**src/rtl/seven_seg_pkg.sv**
```systemverilog
// seven_seg_pkg: shared FSM state type, blanking constants and hex glyph table for the scanner
package seven_seg_pkg;
    typedef enum logic {S_GUARD, S_DRIVE} state_t;
    localparam logic [6:0] SEG_BLANK = 7'h7F;
    localparam logic [3:0] AN_OFF = 4'hF;
    localparam logic [15:0][6:0] GLYPH = {
        7'h0E, 7'h06, 7'h21, 7'h46, 7'h03, 7'h08, 7'h10, 7'h00,
        7'h78, 7'h02, 7'h12, 7'h19, 7'h30, 7'h24, 7'h79, 7'h40
    };
endpackage

```
**src/rtl/seven_seg_decode.sv**
```systemverilog
// seven_seg_decode: combinational hex nibble to active-low {g,f,e,d,c,b,a} glyph
module seven_seg_decode
    import seven_seg_pkg::*;
(
    input  logic [3:0] nibble,
    output logic [6:0] seg
);
    assign seg = GLYPH[nibble];
endmodule

```
**src/rtl/seven_seg_scanner.sv**
```systemverilog
// seven_seg_scanner: 4-digit multiplexed 7-seg driver with guard blanking; SEVEN_SEG_LZ_BLANK_EN adds leading-zero blanking
module seven_seg_scanner
    import seven_seg_pkg::*;
#(
    parameter int DIV = 100000,
    parameter int GUARD = 16
) (
    input  logic        clk,
    input  logic        rst_n,
    input  logic        upd_valid,
    output logic        upd_ready,
    input  logic [15:0] upd_value,
    input  logic [3:0]  upd_dp,
    input  logic [3:0]  blank_mask,
    output logic [3:0]  an,
    output logic [6:0]  seg,
    output logic        dp,
    output logic        frame_done
);
    localparam int CW = $clog2(DIV);
    logic [CW-1:0] cnt;
    logic [1:0] digit;
    state_t state, state_nxt;
    logic [15:0] disp_value, pend_value;
    logic [3:0] disp_dp, pend_dp, an_nxt;
    logic pend_full, pend_full_nxt, slot_end, frame_end, accept, transfer, lz, dark, dp_nxt;
    logic [6:0] glyph, seg_nxt;
    assign slot_end = cnt == CW'(DIV - 1);
    assign frame_end = slot_end && digit == 2'd3;
    assign accept = upd_valid & upd_ready;
    assign transfer = frame_end & pend_full;
    assign pend_full_nxt = accept | (pend_full & ~transfer);
    seven_seg_decode u_decode (.nibble(disp_value[{digit, 2'b00} +: 4]), .seg(glyph));
`ifdef SEVEN_SEG_LZ_BLANK_EN
    assign lz = digit != 2'd0 && (disp_value >> {digit, 2'b00}) == 16'd0;
`else
    assign lz = 1'b0;
`endif
    always_ff @(posedge clk or negedge rst_n) begin
        if (!rst_n) begin
            cnt <= '0;
            digit <= 2'd0;
            state <= S_GUARD;
        end else begin
            cnt <= slot_end ? '0 : cnt + CW'(1);
            digit <= slot_end ? digit + 2'd1 : digit;
            state <= state_nxt;
        end
    end
    always_comb begin
        state_nxt = slot_end ? S_GUARD : (cnt == CW'(GUARD - 1)) ? S_DRIVE : state;
    end
    always_comb begin
        dark = state == S_GUARD || blank_mask[digit] || lz;
        an_nxt = dark ? AN_OFF : ~(4'd1 << digit);
        seg_nxt = dark ? SEG_BLANK : glyph;
        dp_nxt = dark ? 1'b1 : ~disp_dp[digit];
    end
    always_ff @(posedge clk or negedge rst_n) begin
        if (!rst_n) begin
            disp_value <= '0;
            disp_dp <= '0;
            pend_value <= '0;
            pend_dp <= '0;
            pend_full <= 1'b0;
            upd_ready <= 1'b0;
        end else begin
            pend_full <= pend_full_nxt;
            upd_ready <= ~pend_full_nxt;
            if (accept) begin
                pend_value <= upd_value;
                pend_dp <= upd_dp;
            end
            if (transfer) begin
                disp_value <= pend_value;
                disp_dp <= pend_dp;
            end
        end
    end
    always_ff @(posedge clk or negedge rst_n) begin
        if (!rst_n) begin
            an <= AN_OFF;
            seg <= SEG_BLANK;
            dp <= 1'b1;
            frame_done <= 1'b0;
        end else begin
            an <= an_nxt;
            seg <= seg_nxt;
            dp <= dp_nxt;
            frame_done <= frame_end;
        end
    end
endmodule

```
**config.mk**
```make
export PLATFORM = sky130hd
export DESIGN_NAME = seven_seg_scanner
export DESIGN_NICKNAME = d
export VERILOG_FILES = /design/src/rtl/seven_seg_pkg.sv /design/src/rtl/seven_seg_decode.sv /design/src/rtl/seven_seg_scanner.sv
export SDC_FILE = /design/constraint.sdc
export NUM_CORES = 1
export LEC_CHECK = 0
export CAP_MARGIN = 20
export CORE_ASPECT_RATIO = 1.2
export CORE_UTILIZATION = 53
export DETAILED_ROUTE_END_ITERATION = 6
export PLACE_DENSITY = 0.76
export SKIP_CTS_REPAIR_TIMING = 1
export SYNTH_ARGS = -nofsm -noshare
export SYNTH_HDL_FRONTEND = slang
export SYNTH_HIERARCHICAL = 1
export SYNTH_SLANG_ARGS = --single-unit
export TNS_END_PERCENT = 20
```
**constraint.sdc**
```tcl
create_clock -name clk -period 6.06 [get_ports clk]
set_input_delay 0.909 -clock clk [delete_from_list [all_inputs] [get_ports clk]]
set_output_delay 0.909 -clock clk [all_outputs]
set_load 0.05 [all_outputs]
```
==> impl_metrics.json, run 1 <==
{
  "clk_pin_slew_ns": 0.07,
  "max_stage_delay_ns": 0.79,
  "grt_pass1_vias": 2101,
  "post-route-drc-count": 0,
  "hold_class": "reg -> reg",
  "seqCellArea_sq_um": 1890,
  "slew_headroom": 0.400,
  "ir_worst_vdd_mv": 0.167,
  "crit_path_end": "an[1]",
  "coreArea_sq_um": 6450,
  "p_leak_nw": 1.79,
  "fin_util": 0.638,
  "tightest_slew_ns": 0.900,
  "fillers": 500,
  "pre_cts_ws_ns": 3.51,
  "die_h_microns": 91.5,
  "areaGrowthSynthToFinish_pct": 16.2,
  "final_common_cell": "dfrtp_1",
  "via_count": 2084,
  "io_pins": 41,
  "period_needed_ns": 2.57,
  "switchingPower_uw": 226,
  "power.density_nw_per_um2": 243,
  "crit_buf_inv": 1,
  "total_power_uw": 997,
  "clockBufferDepth": 2,
  "synthCells": 258,
  "status": "finished, final reports clean",
  "antenna_found_initial": 0,
  "multi_input_area_sq_um": 1510,
  "r2r_slack_ns": 3.53,
  "initial_core_util": 0.549,
  "slew_violations": 0,
  "htree_levels": 3,
  "cts_buffers": 9,
  "seq_area_frac_synth": 0.535,
  "clk_latency_ns": 0.33,
  "stdcell_count": 386,
  "cp.arrival_ns": 1.66,
  "antenna_left": 0,
  "diodes": 0,
  "grt_max_degree": 76,
  "cp-start-kind": "register",
  "p_comb_frac": 0.090,
  "die_w_microns": 76.6,
  "reg2reg_from": "digit[0]$_DFFE_PN0N_",
  "die_area_sq_um": 7010,
  "drtPass1Iterations": 4,
  "setup_viol": 0,
  "rsz0062_at_grt": "no",
  "p_int_uw": 771,
  "cp_data_required_time_ns": 5.15,
  "finClkSkew_ns": 0.00815,
  "routed_wl_microns": 5660,
  "vias_per_cell": 5.40,
  "drt-initial-drc-count": 69,
  "cp_max_fo": 1,
  "end_kind": "primary output",
  "io_buffers": 40,
  "yosysWarnings": 6,
  "regToRegEndpoint": "seg[2]$_DFF_PN1_",
  "synthesis.nets": 297,
  "cts_sinks": 75,
  "dp_hpwl_microns": 4010,
  "crit_family": "buffers and inverters",
  "hold_viol": 0,
  "overflow": 0,
  "period_share": 0.423,
  "clkPwrFrac": 0.339,
  "gp_congestion": 0.867,
  "startpoint": "an[1]$_DFF_PN1_",
  "drive_above_1_share": 0.262,
  "final_nets": 335,
  "switching_share": 0.227,
  "worstSetupPathType": "reg -> out",
  "grt_pass1_wl_microns": 9760,
  "postSynthAreaPerCell_sq_um": 13.7,
  "synth_area_sq_um": 3540,
  "cp.depth": 1,
  "tns_ns": 0,
  "wire_per_inst_microns": 14.7,
  "drv_cap": 0,
  "final_cell_mix": "63 x dfrtp_1, 39 x clkdlybuf4s50_1, 21 x mux2_2",
  "dp_cells": 370,
  "r2r_cells": 6,
  "worst_slack_ns": 3.49,
  "critPathSlowestCell": "clkdlybuf4s50_1",
  "grt_usage": 0.183,
  "max_freq_ghz": 0.390,
  "path_cells": "clkdlybuf4s50_1",
  "cts_root_buf": "clkbuf_8",
  "synthDistinctLibCells": 38,
  "cts_tree": "done",
  "p_seq_frac": 0.571,
  "rows": 32,
  "ys_ff_latch": 75
}
synth_stat cells:
library cell  number  area [sq um]
o21ai_0            4          20.0
and2b_2            1          8.76
nor4_2             1          12.5
buf_12             2          40.0
and4bb_1           1          12.5
and2b_1            1          7.51
inv_1              7          26.3
xor2_1             8          70.1
and3_4             1          11.3
mux4_1             1          26.3
ha_1              12           150
a21boi_0           1          7.51
mux2_4            20           300
nor3_2             1          10.0
nand2_1           13          48.8
and4_1             4          35.0
nand3_1            6          30.0
buf_6              2          22.5
mux2_2            21           236
a21oi_1            1          5.00
and2_1             1          6.26
xnor2_1            8          70.1
nor2_1            17          63.8
nor3_1             2          10.0
nand4_1           10          62.6
dfrtp_1           63          1580
mux2i_1            4          40.0
dfstp_2           12           315
a22o_1             3          26.3
buf_2              6          30.0
or3b_1             1          8.76
or3_1              8          50.1
nor4_1             3          18.8
clkbuf_1           3          11.3
buf_4              1          7.51
mux4_2             6           135
nor4b_2            1          15.0
a32o_1             1          10.0
per-stage QoR:
step / instance area [sq um] / hold slack, ns
after floorplan: 3540 / 0.454
after global placement: 3940 / 0.487
after detailed placement: 3940 / 0.491
after CTS: 4110 / 0.506
after global routing: 4110 / 0.527
final: 4110 / 0.502
per-layer routing:
layer / vias to the layer above / GRT usage / share of wire
li1: 992 / - / -
met1: 1026 / 0.237 / 0.46
met2: 53 / 0.294 / 0.49
met3: 13 / 0.0382 / 0.034
met4: 0 / 0.0849 / 0.021
met5: - / 0 / 0
registers in the layout, indices dropped and copies added, names as in the netlist, 2 cells and up:
name / flops
digit: 2
seg: 7
pend_value: 16
pend_dp: 4
disp_value: 16
an: 4
disp_dp: 4
cnt: 17
logic make-up (layout without fill, tap and decap cells):
logic type,Yosys count,after routing,synth area share
DFF,75,75,0.535
buffers and inverters,21,64,0.0389
muxes,52,52,0.209
xor gates and xnor gates,16,16,0.0396
adders and majority gates,12,12,0.0424
and+or+nand+nor,72,72,0.116
AOI/OAI and AO/OA,10,10,0.0194
power groups by stage:
stage	Sequential [mW]	Combinational [mW]	Clock [mW]
3_3_place_gp	0.576	0.0890	0
4_1_cts	0.570	0.0922	0.352
2_1_floorplan	0.582	0.0440	0
3_5_place_dp	0.579	0.0921	0
5_1_grt	0.574	0.0995	0.369
6_report	0.569	0.0898	0.338
how the worst min path moves through the flow:
stage | endpoint | cells after the start | slack (ns) | from
after floorplan | upd_ready$_DFF_PN0_ | 1 | 0.45 | pend_full$_DFF_PN0_
after global placement | disp_value[12]$_DFFE_PN0P_ | 1 | 0.49 | pend_value[12]$_DFFE_PN0P_
after detailed placement | disp_value[12]$_DFFE_PN0P_ | 1 | 0.49 | pend_value[12]$_DFFE_PN0P_
after CTS | upd_ready$_DFF_PN0_ | 1 | 0.51 | pend_full$_DFF_PN0_
after global routing | disp_value[13]$_DFFE_PN0P_ | 1 | 0.53 | pend_value[13]$_DFFE_PN0P_
final | disp_value[12]$_DFFE_PN0P_ | 1 | 0.50 | pend_value[12]$_DFFE_PN0P_
final cells by class:
| class | instances | share of cell area |
|---|---|---|
| clock buffers | 14 | 0.0396 |
| multi-input cells | 162 | 0.367 |
| flip-flops and latches | 75 | 0.460 |
| inverters | 7 | 0.00639 |
| well taps | 85 | 0.0259 |
| clock inverters | 2 | 0.00304 |
| repair buffers | 41 | 0.0980 |
(Power assumes the default switching activity.)
==> run 2: changes to the inputs <==
CORE_UTILIZATION = 50   (was 53)
PLACE_DENSITY = 0.75   (was 0.76)
clock period = 2.2 ns   (was 6.06 ns; I/O delays follow)
==> run 2 against run 1 <==
Net effect: the flow now finishes with violations (negative hold slack); sequential share of layout area down 1.4 points; core utilization fell by 1.9 points; design area up 3.2%.
==> impl_metrics.json, run 2 (synthesis gave the netlist of run 1 again) <==
{
  "antenna_found_initial": 0,
  "final_common_cell": "dfrtp_1",
  "dp_cells": 382,
  "cp.arrival_ns": 2.45,
  "power.density_nw_per_um2": 680,
  "worstSetupPathType": "reg -> reg",
  "initial_core_util": 0.516,
  "finClkSkew_ns": 0.00628,
  "cts_tree": "done",
  "largest_reg_flops": 17,
  "die_w_microns": 78.8,
  "fillers": 560,
  "areaGrowthSynthToFinish_pct": 19.9,
  "post-route-drc-count": 0,
  "io_buffers": 40,
  "critPathSlowestCell": "mux4_2",
  "clkPwrFrac": 0.368,
  "placed_cell_area_sq_um": 4030,
  "die_area_sq_um": 7420,
  "vias_per_cell": 5.33,
  "via_count": 2123,
  "failed_checks": "negative hold slack",
  "wire_per_inst_microns": 14.9,
  "tightest_slew_ns": 0.570,
  "htree_levels": 3,
  "drive_above_1_share": 0.318,
  "worst_slack_ns": 0.0236,
  "gp_congestion": 0.834,
  "clockBufferDepth": 2,
  "p_seq_frac": 0.544,
  "final_nets": 345,
  "final_cell_mix": "63 x dfrtp_1, 39 x clkdlybuf4s50_1, 21 x mux2_2",
  "cp_max_fo": 5,
  "routed_wl_microns": 5940,
  "p_leak_nw": 1.85,
  "drt-initial-drc-count": 140,
  "grt_usage": 0.179,
  "final_cell_area_sq_um": 4240,
  "hold_class": "in -> async",
  "path_cells": "mux4_2, inv_2, ha_2, and2b_2, a22o_1, or3_1",
  "coreArea_sq_um": 6850,
  "largestRegisters": "cnt: 17 flops, disp_value: 16 flops, pend_value: 16 flops",
  "max_stage_delay_ns": 0.59,
  "p_comb_frac": 0.088,
  "ir_worst_vdd_mv": 0.508,
  "hold_viol": 23,
  "diodes": 0,
  "largest-register": "cnt",
  "drv_cap": 0,
  "hold_slack_ns": -0.0280,
  "grt_max_degree": 43,
  "total_power_mw": 2.89,
  "crit_family": "multiplexers",
  "cts_root_buf": "clkbuf_8",
  "p_int_mw": 2.19,
  "multi_input_area_sq_um": 1520,
  "drtPass1Iterations": 4,
  "switchingPower_uw": 698,
  "cts_buffers": 9,
  "crit_buf_inv": 1,
  "end_kind": "register",
  "overflow": 0,
  "rows": 33,
  "io_pins": 41,
  "grt_pass1_vias": 2107,
  "grt_pass1_wl_microns": 9920,
  "antenna_left": 0,
  "dp_hpwl_microns": 4320,
  "stdcell_count": 398,
  "die_h_microns": 94.2,
  "status": "complete, but fails checks",
  "cp-start-kind": "register",
  "clk_latency_ns": 0.34,
  "seqCellArea_sq_um": 1890,
  "slew_violations": 0,
  "slew_headroom": 0.620,
  "switching_share": 0.242,
  "cts_sinks": 75,
  "rsz0062_at_grt": "yes",
  "pre_cts_ws_ns": 0.0326,
  "period_needed_ns": 2.18,
  "clk_pin_slew_ns": 0.08,
  "cp_data_required_time_ns": 2.47,
  "setup_viol": 0,
  "period_share": 0.989,
  "max_freq_ghz": 0.459
}
run 2: changes by cell type in the layout (fill, tap and decap cells not counted), moves of 2 or more:
cell      change
inv_2         +2
clkinv_4      +3
ha_1          -3
buf_4         +9
clkbuf_8      -2
clkbuf_1      -3
ha_2          +2
inv_1         -3
run 2: power by group through the flow:
stage	logic [mW]	registers [mW]	clock network (mW)
2_1_floorplan	0.121	1.60	0
3_3_place_gp	0.252	1.59	0
3_5_place_dp	0.262	1.60	0
4_1_cts	0.262	1.57	1.09
5_1_grt	0.283	1.58	1.15
6_report	0.255	1.57	1.06
run 2: final timing paths:
kind	startpoint	end	slack, ns	depth (start not counted)
worst max-delay path	digit[0]$_DFFE_PN0N_	seg[2]$_DFF_PN1_	0.02	6
worst min-delay path	rst_n	disp_value[6]$_DFFE_PN0P_	-0.03	1
worst max register to register	digit[0]$_DFFE_PN0N_	seg[2]$_DFF_PN1_	0.02	6
worst min register to register	pend_full$_DFF_PN0_	upd_ready$_DFF_PN0_	0.50	1
max in group asynchronous	rst_n	dp$_DFF_PN1_	1.55	2
min in group clk	pend_full$_DFF_PN0_	upd_ready$_DFF_PN0_	0.50	1
run 2: final cells by class:
cell class	count	area share
tap	87	0.0256
sequential	75	0.446
timing repair buffer	51	0.116
multi-input combinational	162	0.359
inverter	7	0.00678
clock inverter	7	0.0183
clock buffer	9	0.0292
run 2: per-stage QoR:
step,utilization,TNS [ns]
after floorplan,-,0
after global placement,0.587,0
after detailed placement,0.587,0
after CTS,0.617,0
after global routing,0.619,-0.359
final,0.619,0
run 2: routing by layer:
| layer | share of wire | track usage | wire [microns] | vias to the layer above |
|---|---|---|---|---|
| met5 | 0 | 0 | 0 | - |
| met4 | 0.014 | 0.0895 | 83 | 0 |
| met2 | 0.50 | 0.291 | 2990 | 45 |
| li1 | - | - | - | 1016 |
| met3 | 0.039 | 0.0427 | 231 | 6 |
| met1 | 0.44 | 0.222 | 2630 | 1056 |
==> run 3: changes to the inputs <==
PLACE_DENSITY = 0.76   (was 0.75)
SYNTH_HIERARCHICAL = default   (was 1)
==> run 3 against run 2 <==
Net effect: the flow still finishes with violations (negative hold slack); largest cell class unchanged; final cell count decreased by 2.0%; sequential share of layout area grew 0.71 points; design area fell by 1.6%; critical path type unchanged; sequential cell count stayed put; via count about the same; routed wire length is 0.30% lower; combinational power decreased by 51%; area after synthesis is 2.8% lower.
==> impl_metrics.json, run 3 <==
{
  "status": "complete, but fails checks",
  "failed_checks": "negative hold slack",
  "slew_headroom": 0.645,
  "grtUsageMet1": 0.244,
  "synth.top_cell.area_share": 0.458,
  "drive_above_1_share": 0.298,
  "largest_reg_flops": 17,
  "grt_max_degree": 76,
  "synth-main-ff-cell": "dfrtp_1",
  "cp.arrival_ns": 2.32,
  "die_w_microns": 77.7,
  "antenna_found_initial": 0,
  "busiest_layer": "met2",
  "cts_tree": "done",
  "end_kind": "register",
  "post_synth_most_frequent_cells": "63 x dfrtp_1, 22 x mux2_2, 20 x mux2_4, 15 x nand2_1, 12 x dfstp_2",
  "grt_usage": 0.189,
  "yosysMostFrequentCell": "dfrtp_1",
  "htree_levels": 3,
  "clk_latency_ns": 0.36,
  "synthCells": 251,
  "hold_viol": 24,
  "ys_ff_latch": 75,
  "hold_slack_ns": -0.0145,
  "slew_violations": 0,
  "seq_area_frac_synth": 0.550,
  "yosysTopAreaCell": "dfrtp_1",
  "ir_worst_vdd_mv": 0.433,
  "routed_wl_microns": 5920,
  "io_pins": 41,
  "clk_pin_slew_ns": 0.08,
  "vias_per_cell": 5.44,
  "synth_edf_count": 0,
  "period_needed_ns": 2.05,
  "diodes": 0,
  "antenna_left": 0,
  "rsz0062_at_grt": "no",
  "io_buffers": 40,
  "async_reset_ff_frac": 1.00,
  "postSynthAreaPerCell_sq_um": 13.7,
  "gp_congestion": 0.821,
  "hold_class": "in -> async",
  "die_h_microns": 92.9,
  "max_freq_ghz": 0.489,
  "worstSetupPathType": "reg -> reg",
  "synth_area_sq_um": 3440,
  "cp_max_fo": 6,
  "cp_data_required_time_ns": 2.48,
  "areaGrowthSynthToFinish_pct": 21.5,
  "final_common_cell": "dfrtp_1",
  "cp-start-kind": "register",
  "clockBufferDepth": 2,
  "drt-initial-drc-count": 218,
  "initial_core_util": 0.527,
  "pre_cts_ws_ns": 0.221,
  "overflow": 0,
  "cts_buffers": 9,
  "grt_util_met2": 0.288,
  "post-route-drc-count": 0,
  "wire_per_inst_microns": 15.2,
  "setup_viol": 0,
  "drv_cap": 0,
  "globalRouteMet3Util": 0.0542,
  "tns_ns": 0,
  "cts_root_buf": "clkbuf_8",
  "yosysWarnings": 0,
  "dp_hpwl_microns": 3990,
  "largest-register": "cnt",
  "die_area_sq_um": 7220,
  "synthesis.nets": 289,
  "coreArea_sq_um": 6530,
  "worst_slack_ns": 0.154,
  "r2r_slack_ns": 0.15,
  "final_cell_mix": "63 x dfrtp_1, 39 x clkdlybuf4s50_1, 22 x mux2_2",
  "final_nets": 338,
  "power.density_nw_per_um2": 644,
  "tightest_slew_ns": 0.528,
  "finClkSkew_ns": 0.00970,
  "grt_pass1_vias": 2126,
  "p_leak_nw": 1.88,
  "largestRegisters": "cnt: 17 flops, disp_value: 16 flops, pend_value: 16 flops",
  "cts_sinks": 75,
  "grt_pass1_wl_microns": 10100,
  "via_count": 2122,
  "rows": 32,
  "period_share": 0.930,
  "synthTopCellsByArea": "dfrtp_1 46%, dfstp_2 9.2%, mux2_4 8.7%",
  "synthDistinctLibCells": 45,
  "drtPass1Iterations": 4
}
## run 3: cell count changes in the layout (fill, tap and decap cells not counted), sizes merged, moves of 4 or more
cell    before  now
a21oi        1    5
nor2        17    8
inv          8   12
nand4       10    2
or3          8    2
o221ai       0    4
## run 3: path summary, 6_finish.rpt
check	endpoint	start	depth (start not counted)
max in group asynchronous	dp$_DFF_PN1_	rst_n	2
max	seg[3]$_DFF_PN1_	digit[0]$_DFFE_PN0N_	6
min reg2reg	cnt[0]$_DFF_PN0_	cnt[0]$_DFF_PN0_	1
min in group clk	cnt[0]$_DFF_PN0_	cnt[0]$_DFF_PN0_	1
min	pend_value[3]$_DFFE_PN0P_	rst_n	2
max reg2reg	seg[3]$_DFF_PN1_	digit[0]$_DFFE_PN0N_	6
## run 3: cell type report
type	instances	area (sq um)
fillers	490	2350
flip-flops and latches	75	1890
multi-input cells	156	1440
repair buffers	48	480
clock buffers	9	124
well taps	85	106
clock inverters	7	98.8
inverters	10	37.5
## run 3: critical path: stages (launching register included)
cell     delay, ns
dfrtp_1       0.48
mux4_2        0.62
inv_1         0.14
ha_1          0.27
mux2i_1       0.13
and3_1        0.19
a31oi_1       0.14
## run 3: power by group
part / internal, mW / leakage (nW) / switching (mW)
sequential: 1.39 / 0.982 / 0.00145
combinational: 0.0603 / 0.786 / 0.0638
clock: 0.646 / 0.110 / 0.531
total: 2.10 / 1.88 / 0.596
## run 3: per-stage QoR
step           cells  total power, mW  hold slack [ns]   util  cell area (sq um)
2_1_floorplan    251             1.45           0.0344      -               3440
3_3_place_gp     374             1.54            0.388  0.606               3960
3_5_place_dp     374             1.54            0.388  0.606               3960
4_1_cts          390             2.72         -0.00138  0.640               4180
5_1_grt          390             2.80          0.00294  0.640               4180
6_report         390             2.69          -0.0145  0.640               4180
## run 3: cell families after synthesis
kind of cell / Yosys count / share of synthesized area
flops: 75 / 0.550
simple gates: 62 / 0.103
mux: 50 / 0.204
compound gates: 21 / 0.0404
buf+inv: 20 / 0.0316
xor+xnor: 12 / 0.0306
fa+ha+maj: 11 / 0.0400
## run 3: metal layers
metal	share of wire	vias to the layer above	wire length, microns
met5	0	-	0
met4	0.023	0	137
met3	0.048	13	286
met2	0.47	65	2770
met1	0.46	1053	2730
li1	-	991	-
